--- src/rtl/game_end_controller.sv ---
// End-of-game controller: latches the first player time-out, reports the
// loser and any draw, then plays a timed buzzer pattern that ACK can cut short.
module game_end_controller #(
    parameter  int N_PLAYERS  = 2,
    parameter  int BEEP_ON    = 250,
    parameter  int BEEP_OFF   = 250,
    parameter  int BEEP_COUNT = 3,
    localparam int IDX_W      = $clog2(N_PLAYERS)
) (
    input  logic                 CLK,
    input  logic                 CLR,
    input  logic                 CE,
    input  logic [N_PLAYERS-1:0] OVERFLOW,
    input  logic                 ACK,
    output logic                 END,
    output logic [IDX_W-1:0]     LOSER,
    output logic                 DRAW,
    output logic                 BEEP
);

    // Counter sizing: tick spans the longer phase, pulse spans the alarm pulses.
    localparam int TICK_MAX  = ((BEEP_ON > BEEP_OFF) ? BEEP_ON : BEEP_OFF) - 1;
    localparam int TICK_W    = (TICK_MAX > 0) ? $clog2(TICK_MAX + 1) : 1;
    localparam int PULSE_MAX = ((BEEP_COUNT - 1) > 1) ? (BEEP_COUNT - 1) : 1;
    localparam int PULSE_W   = $clog2(PULSE_MAX + 1);

    localparam logic [TICK_W-1:0]  ON_LAST    = TICK_W'(BEEP_ON - 1);
    localparam logic [TICK_W-1:0]  OFF_LAST   = TICK_W'(BEEP_OFF - 1);
    localparam logic [PULSE_W-1:0] PULSE_LAST = PULSE_W'((BEEP_COUNT > 0) ? (BEEP_COUNT - 1) : 0);

    typedef enum logic [1:0] {
        ST_RUN,
        ST_ALARM,
        ST_DONE
    } state_t;

    state_t               state_q, state_d;
    logic                 end_q, end_d;
    logic [IDX_W-1:0]     loser_q, loser_d;
    logic                 draw_q, draw_d;
    logic                 beep_q, beep_d;
    logic [TICK_W-1:0]    tick_q, tick_d;
    logic [PULSE_W-1:0]   pulse_q, pulse_d;

    logic [IDX_W-1:0]     low_idx;
    logic                 multi_set;
    int                   n_set;

    // Lowest flagged player and whether more than one flagged together.
    always_comb begin
        low_idx = '0;
        n_set   = 0;
        for (int i = N_PLAYERS - 1; i >= 0; i--) begin
            if (OVERFLOW[i]) begin
                low_idx = IDX_W'(i);
                n_set   = n_set + 1;
            end
        end
        multi_set = (n_set > 1);
    end

    // State and output registers; CLR returns everything to idle at once.
    always_ff @(posedge CLK or posedge CLR) begin
        if (CLR) begin
            state_q <= ST_RUN;
            end_q   <= 1'b0;
            loser_q <= '0;
            draw_q  <= 1'b0;
            beep_q  <= 1'b0;
            tick_q  <= '0;
            pulse_q <= '0;
        end else begin
            state_q <= state_d;
            end_q   <= end_d;
            loser_q <= loser_d;
            draw_q  <= draw_d;
            beep_q  <= beep_d;
            tick_q  <= tick_d;
            pulse_q <= pulse_d;
        end
    end

    // Next-state: capture in RUN, ON/OFF pulse sequencing in ALARM, hold in DONE.
    always_comb begin
        state_d = state_q;
        end_d   = end_q;
        loser_d = loser_q;
        draw_d  = draw_q;
        beep_d  = beep_q;
        tick_d  = tick_q;
        pulse_d = pulse_q;

        unique case (state_q)
            ST_RUN: begin
                if (CE && (OVERFLOW != '0)) begin
                    end_d   = 1'b1;
                    loser_d = low_idx;
                    draw_d  = multi_set;
                    tick_d  = '0;
                    pulse_d = '0;
                    if (BEEP_COUNT > 0) begin
                        state_d = ST_ALARM;
                        beep_d  = 1'b1;
                    end else begin
                        state_d = ST_DONE;
                    end
                end
            end
            ST_ALARM: begin
                // ACK is not gated by CE and overrides a coincident tick.
                if (ACK) begin
                    beep_d  = 1'b0;
                    state_d = ST_DONE;
                end else if (CE) begin
                    if (beep_q) begin
                        if (tick_q == ON_LAST) begin
                            beep_d = 1'b0;
                            tick_d = '0;
                        end else begin
                            tick_d = tick_q + TICK_W'(1);
                        end
                    end else begin
                        if (tick_q == OFF_LAST) begin
                            tick_d = '0;
                            if (pulse_q == PULSE_LAST) begin
                                state_d = ST_DONE;
                            end else begin
                                pulse_d = pulse_q + PULSE_W'(1);
                                beep_d  = 1'b1;
                            end
                        end else begin
                            tick_d = tick_q + TICK_W'(1);
                        end
                    end
                end
            end
            ST_DONE: begin
                beep_d = 1'b0;
            end
            default: begin
                state_d = ST_DONE;
                beep_d  = 1'b0;
            end
        endcase
    end

    assign END   = end_q;
    assign LOSER = loser_q;
    assign DRAW  = draw_q;
    assign BEEP  = beep_q;

endmodule

--- config.mk ---
export PLATFORM = sky130hd
export DESIGN_NAME = game_end_controller
export DESIGN_NICKNAME = d
export VERILOG_FILES = /design/src/rtl/game_end_controller.sv
export SDC_FILE = /design/constraint.sdc
export NUM_CORES = 1
export LEC_CHECK = 0
export CAP_MARGIN = 40
export CELL_PAD_IN_SITES_DETAIL_PLACEMENT = 0
export CELL_PAD_IN_SITES_GLOBAL_PLACEMENT = 2
export CORE_MARGIN = 2
export CORE_UTILIZATION = 34
export DETAILED_ROUTE_END_ITERATION = 7
export PLACE_DENSITY_LB_ADDON = 0.1
export SETUP_SLACK_MARGIN = 0.15
export SYNTH_ARGS = -nofsm -noshare
export SYNTH_HDL_FRONTEND = slang
export SYNTH_SLANG_ARGS = --single-unit
--- constraint.sdc ---
create_clock -name CLK -period 1.7 [get_ports CLK]
set_clock_uncertainty 0.05 [all_clocks]
set_input_delay 0.255 -clock CLK [delete_from_list [all_inputs] [get_ports CLK]]
set_output_delay 0.255 -clock CLK [all_outputs]
set_load 0.05 [all_outputs]
* After elaboration in Yosys (flattened, before gate mapping)
Cells that the tools add are included.
** Cells by class
- Add/subtract/negate cells :: 3
- Multipliers :: 0
- Div/mod/pow operators :: 0
- $lt $le $gt $ge :: 1
- Equal/unequal tests :: 14
- Shifts and indexed selects :: 0
- Mux-type cells :: 31
- Bitwise gates (word level) :: 1
- Reduce and logical (&&, ||, !) cells :: 9
** Operator list (number)
- 32-bit by 2-bit adder with 32-bit output, second input constant :: 1
- 32-bit by 2-bit greater-than comparator with 1-bit output, second input constant :: 1
- 32-bit 2-to-1 mux :: 1
- 8-bit 2-to-1 mux :: 4
- 2-bit 2-to-1 mux :: 12
- 8-bit one-hot mux with 2 select lines :: 1
- 2-bit inequality test, second input constant :: 6
- 3-bit inequality test, second input constant :: 4
- 1-bit 2-to-1 mux :: 10
- 8-bit by 1-bit adder with 8-bit output, second input constant :: 1
- 8-bit equality test, second input constant :: 1
- 7-bit AND reduction :: 1
- 2-bit one-hot mux with 3 select lines :: 1
- 6-bit AND reduction :: 1
- 2-bit equality test, second input constant :: 2
- 2-bit one-hot mux with 2 select lines :: 1
- 2-bit AND reduction :: 2
- 4-bit AND reduction :: 1
- 2-bit nonzero test :: 2
- 2-bit by 1-bit adder with 2-bit output, second input constant :: 1
- 2-bit by 1-bit equality test with 1-bit output, second input constant :: 1
- 2-bit logical NOT :: 1
- 1-bit one-hot mux with 2 select lines :: 1
- 1-bit logical AND :: 1
- 1-bit inverter :: 1
** Word-level totals
- Flip-flop bits (word level) :: 16
- Bits in latches :: 0
- RAM bits :: 0
- ROM bits :: 0
- Bits of input ports :: 6
- Output and inout port bits :: 4
- Logic and storage cells :: 66
- Memories :: 0

* Longest topological paths before layout
Gate-level depths: netlist of the first run.
- Depth after elaboration :: 7
- Mapped depth :: 6
- Depth with buffers taken out :: 6

* Worst setup path before layout of the first run
OpenSTA, ideal clock, no wires.
- Path kind :: reg2reg
- Start point :: reg beep_q (netlist: BEEP)
- End point :: reg pulse_q[0]
- Library setup time :: 124 ps
- Data arrival time :: 1343 ps
- Required time :: 1526 ps
- Path slack :: 183 ps
- Cell stages (with the launch flop) :: 5
- Path buffers :: 0
- Clock period less this slack :: 1517 ps
- Cell sequence :: dfrtp_1 -> nor2_1 -> nor4b_2 -> nor2_1 -> a211o_1
** On the way
- Word-level cells in the longest chain between the ends :: 2
** Ends and longest elaborated chain
- start, declared :: RTL line 41 : logic beep_q, beep_d;
- start signal, assigned :: RTL line 77 : beep_q <= beep_d;
- 2-bit inequality test (no line)
- 7-bit AND reduction (no line)
- end signal, assigned :: RTL line 79 : pulse_q <= pulse_d;
- end, declared :: RTL line 43 : logic [PULSE_W-1:0] pulse_q, pulse_d;
Every way passes these cells.
A chain may end at the register's enable or synchronous reset.

* Final worst setup path of the first run
- Start point :: reg state_q[0]
- End point :: reg tick_q[3]
** On the way
- Word-level cells in the longest chain between the ends :: 3
- Elaborated cells on any way between the ends :: 8
- Those cells by class :: 4 x eq/ne; 1 x mux; 3 x reduce/logical
** Ends and longest elaborated chain
- start, declared :: RTL line 37 : state_t state_q, state_d;
- start signal, assigned :: RTL line 73 : state_q <= state_d;
- 2-bit by 1-bit equality test with 1-bit output or 2-bit logical NOT (tied branches) :: RTL line 93 : unique case (state_q)
- 2-bit inequality test (no line) or 2-bit nonzero test (tied branches)
- 4-bit AND reduction (no line)
- end signal, assigned :: RTL line 78 : tick_q <= tick_d;
- end, declared :: RTL line 42 : logic [TICK_W-1:0] tick_q, tick_d;
Several ways; a longest one is shown, not always the timed one.

==> results.yml, run 1 <==
clock_tree:
  numCtsBuffers: 3
  clockBufferDepth: 2
  clk_latency_ns: 0.30
  cts.hold.buffers_added: 0
  cts.sinks: 16
  h-tree-depth: 1
  cts_root_buffer: "clkbuf_4"
  clkSlewWorstSetupHoldPaths_ns: 0.11
  cts_tree: "built"
logic_synthesis:
  syn-num-nets: 94
  synth_flop_cell: "dfrtp_1"
  synth_edf_count: 0
  syn_area_um2: 880
  synth_commonest_cells: "dfrtp_1 (16), nor2_1 (7), a21oi_1 (6), o21ai_0 (5)"
  synth.avg_cell_area_um2: 10.3
  yosysMostFrequentCell: "dfrtp_1"
  yosysTopAreaCellShare_pct: 45.5
  synthCells: 85
  ys_seq_area_share_pct: 45.5
  ys_ff_latch: 16
  yosysUniqueCellTypes: 34
  synth_warnings: 0
  netlist_top_cells_area: "dfrtp_1 (46%), ha_1 (4.3%), a21oi_1 (3.4%), nor2_1 (3.0%), nand4_1 (2.8%)"
  yosysTopAreaCell: "dfrtp_1"
  synthArstFlopShare_pct: 100
finish:
  area_delta_synth_final_pct: 40.4
  final.fill_count: 237
  layout-drive-gt1-share_pct: 35.8
  nets: 130
  finalNonFillerCells: 150
  antenna_cells: 0
critical_path:
  crit_path_cell_trace: "a21oi_4 > nand3_4 > buf_4 > or3_1 > a21oi_1"
  ff2ff_setup_slack_ns: 0.12
  worstPathArrival_ns: 1.76
  critPathSlowestCell: "dfrtp_1"
  crit_start: "state_q[0]"
  critPathKind: "register to register"
  cp_max_fo: 8
  worstSetupEndpointType: "register"
  worstReg2RegStart: "state_q[0]"
  r2r.worst_path.cells: 5
  start_kind: "register"
  r2r-end: "tick_q[3]"
  slowest_delay_ns: 0.44
  worstSetupEndpoint: "tick_q[3]"
  required_ns: 1.88
timing:
  finalHoldViolCount: 0
  finalSetupViolations: 0
  postLayoutSetupSlackWorst_ns: 0.116
  fin_crit_sh_pct: 93.2
  fin_crit_ns: 1.58
  drv_slew: 0
  worst_pin_slew_ns: 0.316
  max_slew_margin_pct: 78.7
  max_freq_ghz: 0.631
  rsz0062_at_grt: "true"
place:
  port_buffers: 9
  dp_cells: 142
  gp_congestion: 0.785
  pre_cts_slack_ns: -0.190
  hpwlAfterDp_um: 1440
floorplan:
  fp-row-count: 18
  num_io_pins: 10
  die-area_mm2: 0.00301
  core_area_mm2: 0.00245
  start_util_pct: 35.8
  die_y_um: 54.9
  die_x_um: 54.9
hold_path:
  hold_path.class: "primary input to asynchronous set/reset pin"
status:
  outcome: "finished clean"
grt:
  grt_max_degree: 17
  antenna_found_initial: 0
  grt_pass1_vias: 701
  grt-ovfl-total: 0
  grt_usage_pct: 16.5
  grt_pass1_wl_um: 3350
detailed_routing:
  drt_iter0_drc: 10
  wl_met1_um: 979
  wl_met2_um: 912
  drc: 0
  wl_per_cell_um: 13.5
  wl_met3_um: 98
  postRouteAntennaNets: 0
  wl_um: 2020
  drtPass1Iterations: 4
  topRoutingLayerUsed: "met4"
  num_vias: 763
  vias_per_cell: 5.09
power:
  p_leak_nw: 0.574
  peakVddDrop_v: 0.000661
  pwr_density_cell_mw_per_mm2: 924
flow_run:
  maxCapViolCount: 0
[cells by family (layout without fill, tap and decap cells)]
kind of cell | Yosys count | after routing | share of synthesized area (%)
AND/OR/NAND/NOR | 33 | 33 | 24.2
adder cells (fa/ha/maj) | 3 | 3 | 4.27
flip-flops | 16 | 16 | 45.5
XOR/XNOR | 2 | 2 | 1.99
AO/OA/AOI/OAI | 25 | 25 | 21.1
buffers and inverters | 6 | 41 | 2.99
[flip-flops by register name (all words and copies together) (netlist names)]
name,flops
END,1
LOSER,1
tick_q,8
pulse_q,2
BEEP,1
state_q,2
DRAW,1
[final cells by class]
class / instances / area, um^2 / share of cell area (%)
Inverter: 4 / 15.0 / 1.22
Tap cell: 30 / 37.5 / 3.04
Timing Repair Buffer: 33 / 264 / 21.4
Sequential cell: 16 / 400 / 32.4
Clock buffer: 4 / 36.3 / 2.94
Multi-Input combinational cell: 63 / 482 / 39.0
[worst min path at each step]
stage          from  slack [ns]    end
2_1_floorplan   CLR        0.12   BEEP
3_3_place_gp    END        0.40    END
3_5_place_dp    END        0.42    END
4_1_cts         CLR        0.21   DRAW
5_1_grt         CLR        0.23  LOSER
6_report        CLR        0.20  LOSER
[stage by stage]
stage	utilization [%]	hold WS, ns	power, W	TNS, ns	area, um^2
after floorplan	-	0.119	0.000706	0	880
after global placement	46.3	0.402	0.000866	-0.864	1140
after detailed placement	46.3	0.417	0.000870	-1.02	1140
after CTS	49.0	0.206	0.00115	0	1200
after global routing	50.3	0.225	0.00122	0	1230
final	50.3	0.196	0.00114	0	1230
[cell usage in the layout, fill, tap and decap left out, types with 3 or more instances in the layout]
| cell type | netlist | routed |
|---|---|---|
| ha_1 | 3 | 3 |
| clkdlybuf4s50_1 | 0 | 5 |
| nor2_1 | 7 | 5 |
| clkbuf_4 | 0 | 3 |
| inv_1 | 4 | 4 |
| nand4_1 | 4 | 4 |
| o21ai_0 | 5 | 4 |
| dfrtp_1 | 16 | 16 |
| nand2b_1 | 3 | 3 |
| nand2_1 | 4 | 4 |
| buf_4 | 1 | 27 |
| o31ai_1 | 3 | 3 |
| a21o_1 | 3 | 3 |
| a21oi_1 | 6 | 4 |
[where the power goes]
part / switching [W] / leakage (nW) / internal (W)
registers: 0.0000345 / 0.210 / 0.000433
clock network: 0.000134 / 0.0210 / 0.000131
logic: 0.000237 / 0.343 / 0.000172
total: 0.000405 / 0.574 / 0.000736
[what timing repair did]
item / CTS / global route
resized for setup: 1 / 8
buffers inserted: 3 / 1
endpoints found under the setup margin: 6 / 13
pin swaps: 3 / 6
[layer usage]
metal,global-route usage [%],vias up
met2,25.4,10
met5,0,-
met3,6.01,5
met4,5.00,0
met1,21.3,361
li1,-,387
[critical path, delay by kind of cell, from the launching register on]
kind                   cells  cell delay, ns
AO/OA/AOI/OAI              2            0.36
flip-flops                 1            0.44
buffers and inverters      1            0.19
AND/OR/NAND/NOR            2            0.48
Power figures use the tool's default switching activity.
==> run 2, diff against run 1 <==
- CTS_CLUSTER_DIAMETER: default -> 200
==> results of run 2 <==
No change in the layout: final DEF, timing and power equal those of run 1.
==> run 3, diff against run 2 <==
- CORE_UTILIZATION: 34 -> 37
- clock period: 1.7 -> 1.99 ns (I/O delays scaled with it)
==> results.yml, run 3 (same netlist as run 1, synthesis figures left out) <==
clock_tree:
  cts_root_buffer: "clkbuf_4"
  post_cts_buffers: 0
  clockBufferDepth: 2
  cts.sinks: 16
  cts_tree: "built"
  numCtsBuffers: 3
  clkSlewWorstSetupHoldPaths_ns: 0.10
  clk_latency_ns: 0.29
  h-tree-depth: 1
timing:
  max_freq_ghz: 0.596
  fin_crit_ns: 1.68
  worst_pin_slew_ns: 0.620
  drv_slew: 0
  setup_tns_ns: 0
  fin_crit_sh_pct: 84.3
  finalSetupViolations: 0
  finalHoldViolCount: 0
  max_slew_margin_pct: 58.6
  rsz0062_at_grt: "false"
detailed_routing:
  postRouteAntennaNets: 0
  wl_um: 1810
  drtPass1Iterations: 2
  drc: 0
  vias_per_cell: 5.40
  num_vias: 707
  wl_per_cell_um: 13.8
  drt_iter0_drc: 5
finish:
  regMostFlops: "tick_q"
  area_delta_synth_final_pct: 24.2
  reg_top3: "tick_q: 8 flops, pulse_q: 2 flops, state_q: 2 flops"
  final_cell_mix: "dfrtp_1 (16), nor2_1 (7), buf_4 (7), a21oi_1 (6)"
  nets: 113
  final_common_cell: "dfrtp_1"
  antenna_cells: 0
  design_area_mm2: 0.00109
  largest_reg_flops: 8
  layout-drive-gt1-share_pct: 15.5
place:
  hpwlAfterDp_um: 1320
  port_buffers: 9
  place_area_mm2: 0.00105
  gp_congestion: 0.694
critical_path:
  required_ns: 2.13
  worstReg2RegStart: "state_q[0]"
  ff2ff_setup_slack_ns: 0.31
  start_kind: "register"
  cp_max_fo: 11
  critPathKind: "register to register"
  worstPathArrival_ns: 1.82
  crit_start: "state_q[0]"
  worstSetupEndpointType: "register"
floorplan:
  die_x_um: 52.8
  start_util_pct: 39.4
  fp-row-count: 17
  core_area_mm2: 0.00223
  die_y_um: 52.8
  die-area_mm2: 0.00278
  num_io_pins: 10
grt:
  grt-ovfl-total: 0
  grt_pass1_vias: 683
  grt_pass1_wl_um: 3130
  antenna_found_initial: 0
  grt_max_degree: 17
  grt_usage_pct: 15.7
power:
  pwr_density_cell_mw_per_mm2: 849
  peakVddDrop_v: 0.000502
  power_w: 0.000927
  p_leak_nw: 0.522
status:
  outcome: "finished clean"
flow_run:
  maxCapViolCount: 0
hold_path:
  hold_path.class: "primary input to asynchronous set/reset pin"
## run 3: path summary, 6_finish.rpt
kind	cells after the start	to
min	2	END
max in group asynchronous	2	pulse_q[1]
min reg2reg	1	END
min in group CLK	1	END
max reg2reg	4	pulse_q[0]
max	4	pulse_q[0]
## run 3: power breakdown
part	internal (W)	switching (W)	leakage, nW
sequential	0.000370	0.0000442	0.210
combinational	0.000116	0.000174	0.291
clock	0.000112	0.000111	0.0210
## run 3: routing by layer
metal	part of all wire, %	GRT usage (%)	wire length (um)
met4	1.7	8.97	30
met5	0	0	0
met2	46	24.0	834
met3	2.9	2.57	53
met1	49	20.8	891
## run 3: metrics by stage
step	cells	hold slack, ns	util [%]	setup WS, ns
finish	131	0.328	48.9	0.312
global route	131	0.362	48.9	0.178
CTS	131	0.345	48.5	0.176
detailed placement	127	0.413	46.8	0.0654
global placement	127	0.401	46.8	0.0996
floorplan	85	0.162	-	0.473
## run 3: repair_timing
action                                  in CTS  in global routing
gates resized for setup                      0                  4
hold buffers                                 0                  0
endpoints found under the setup margin       0                  4
hold endpoints to repair                     0                  0
## run 3: critical path: stages (launching register included)
cell     delay (ns)
dfrtp_1        0.48
or3_4          0.46
nand3_4        0.16
and4b_1        0.21
a211o_1        0.22
## run 3: cell type report
cell class	instances	area, um^2
Clock buffer	4	36.3
Multi-Input combinational cell	63	453
Fill cell	224	1140
Sequential cell	16	400
Timing Repair Buffer	16	153
Inverter	4	15.0
Tap cell	28	35.0
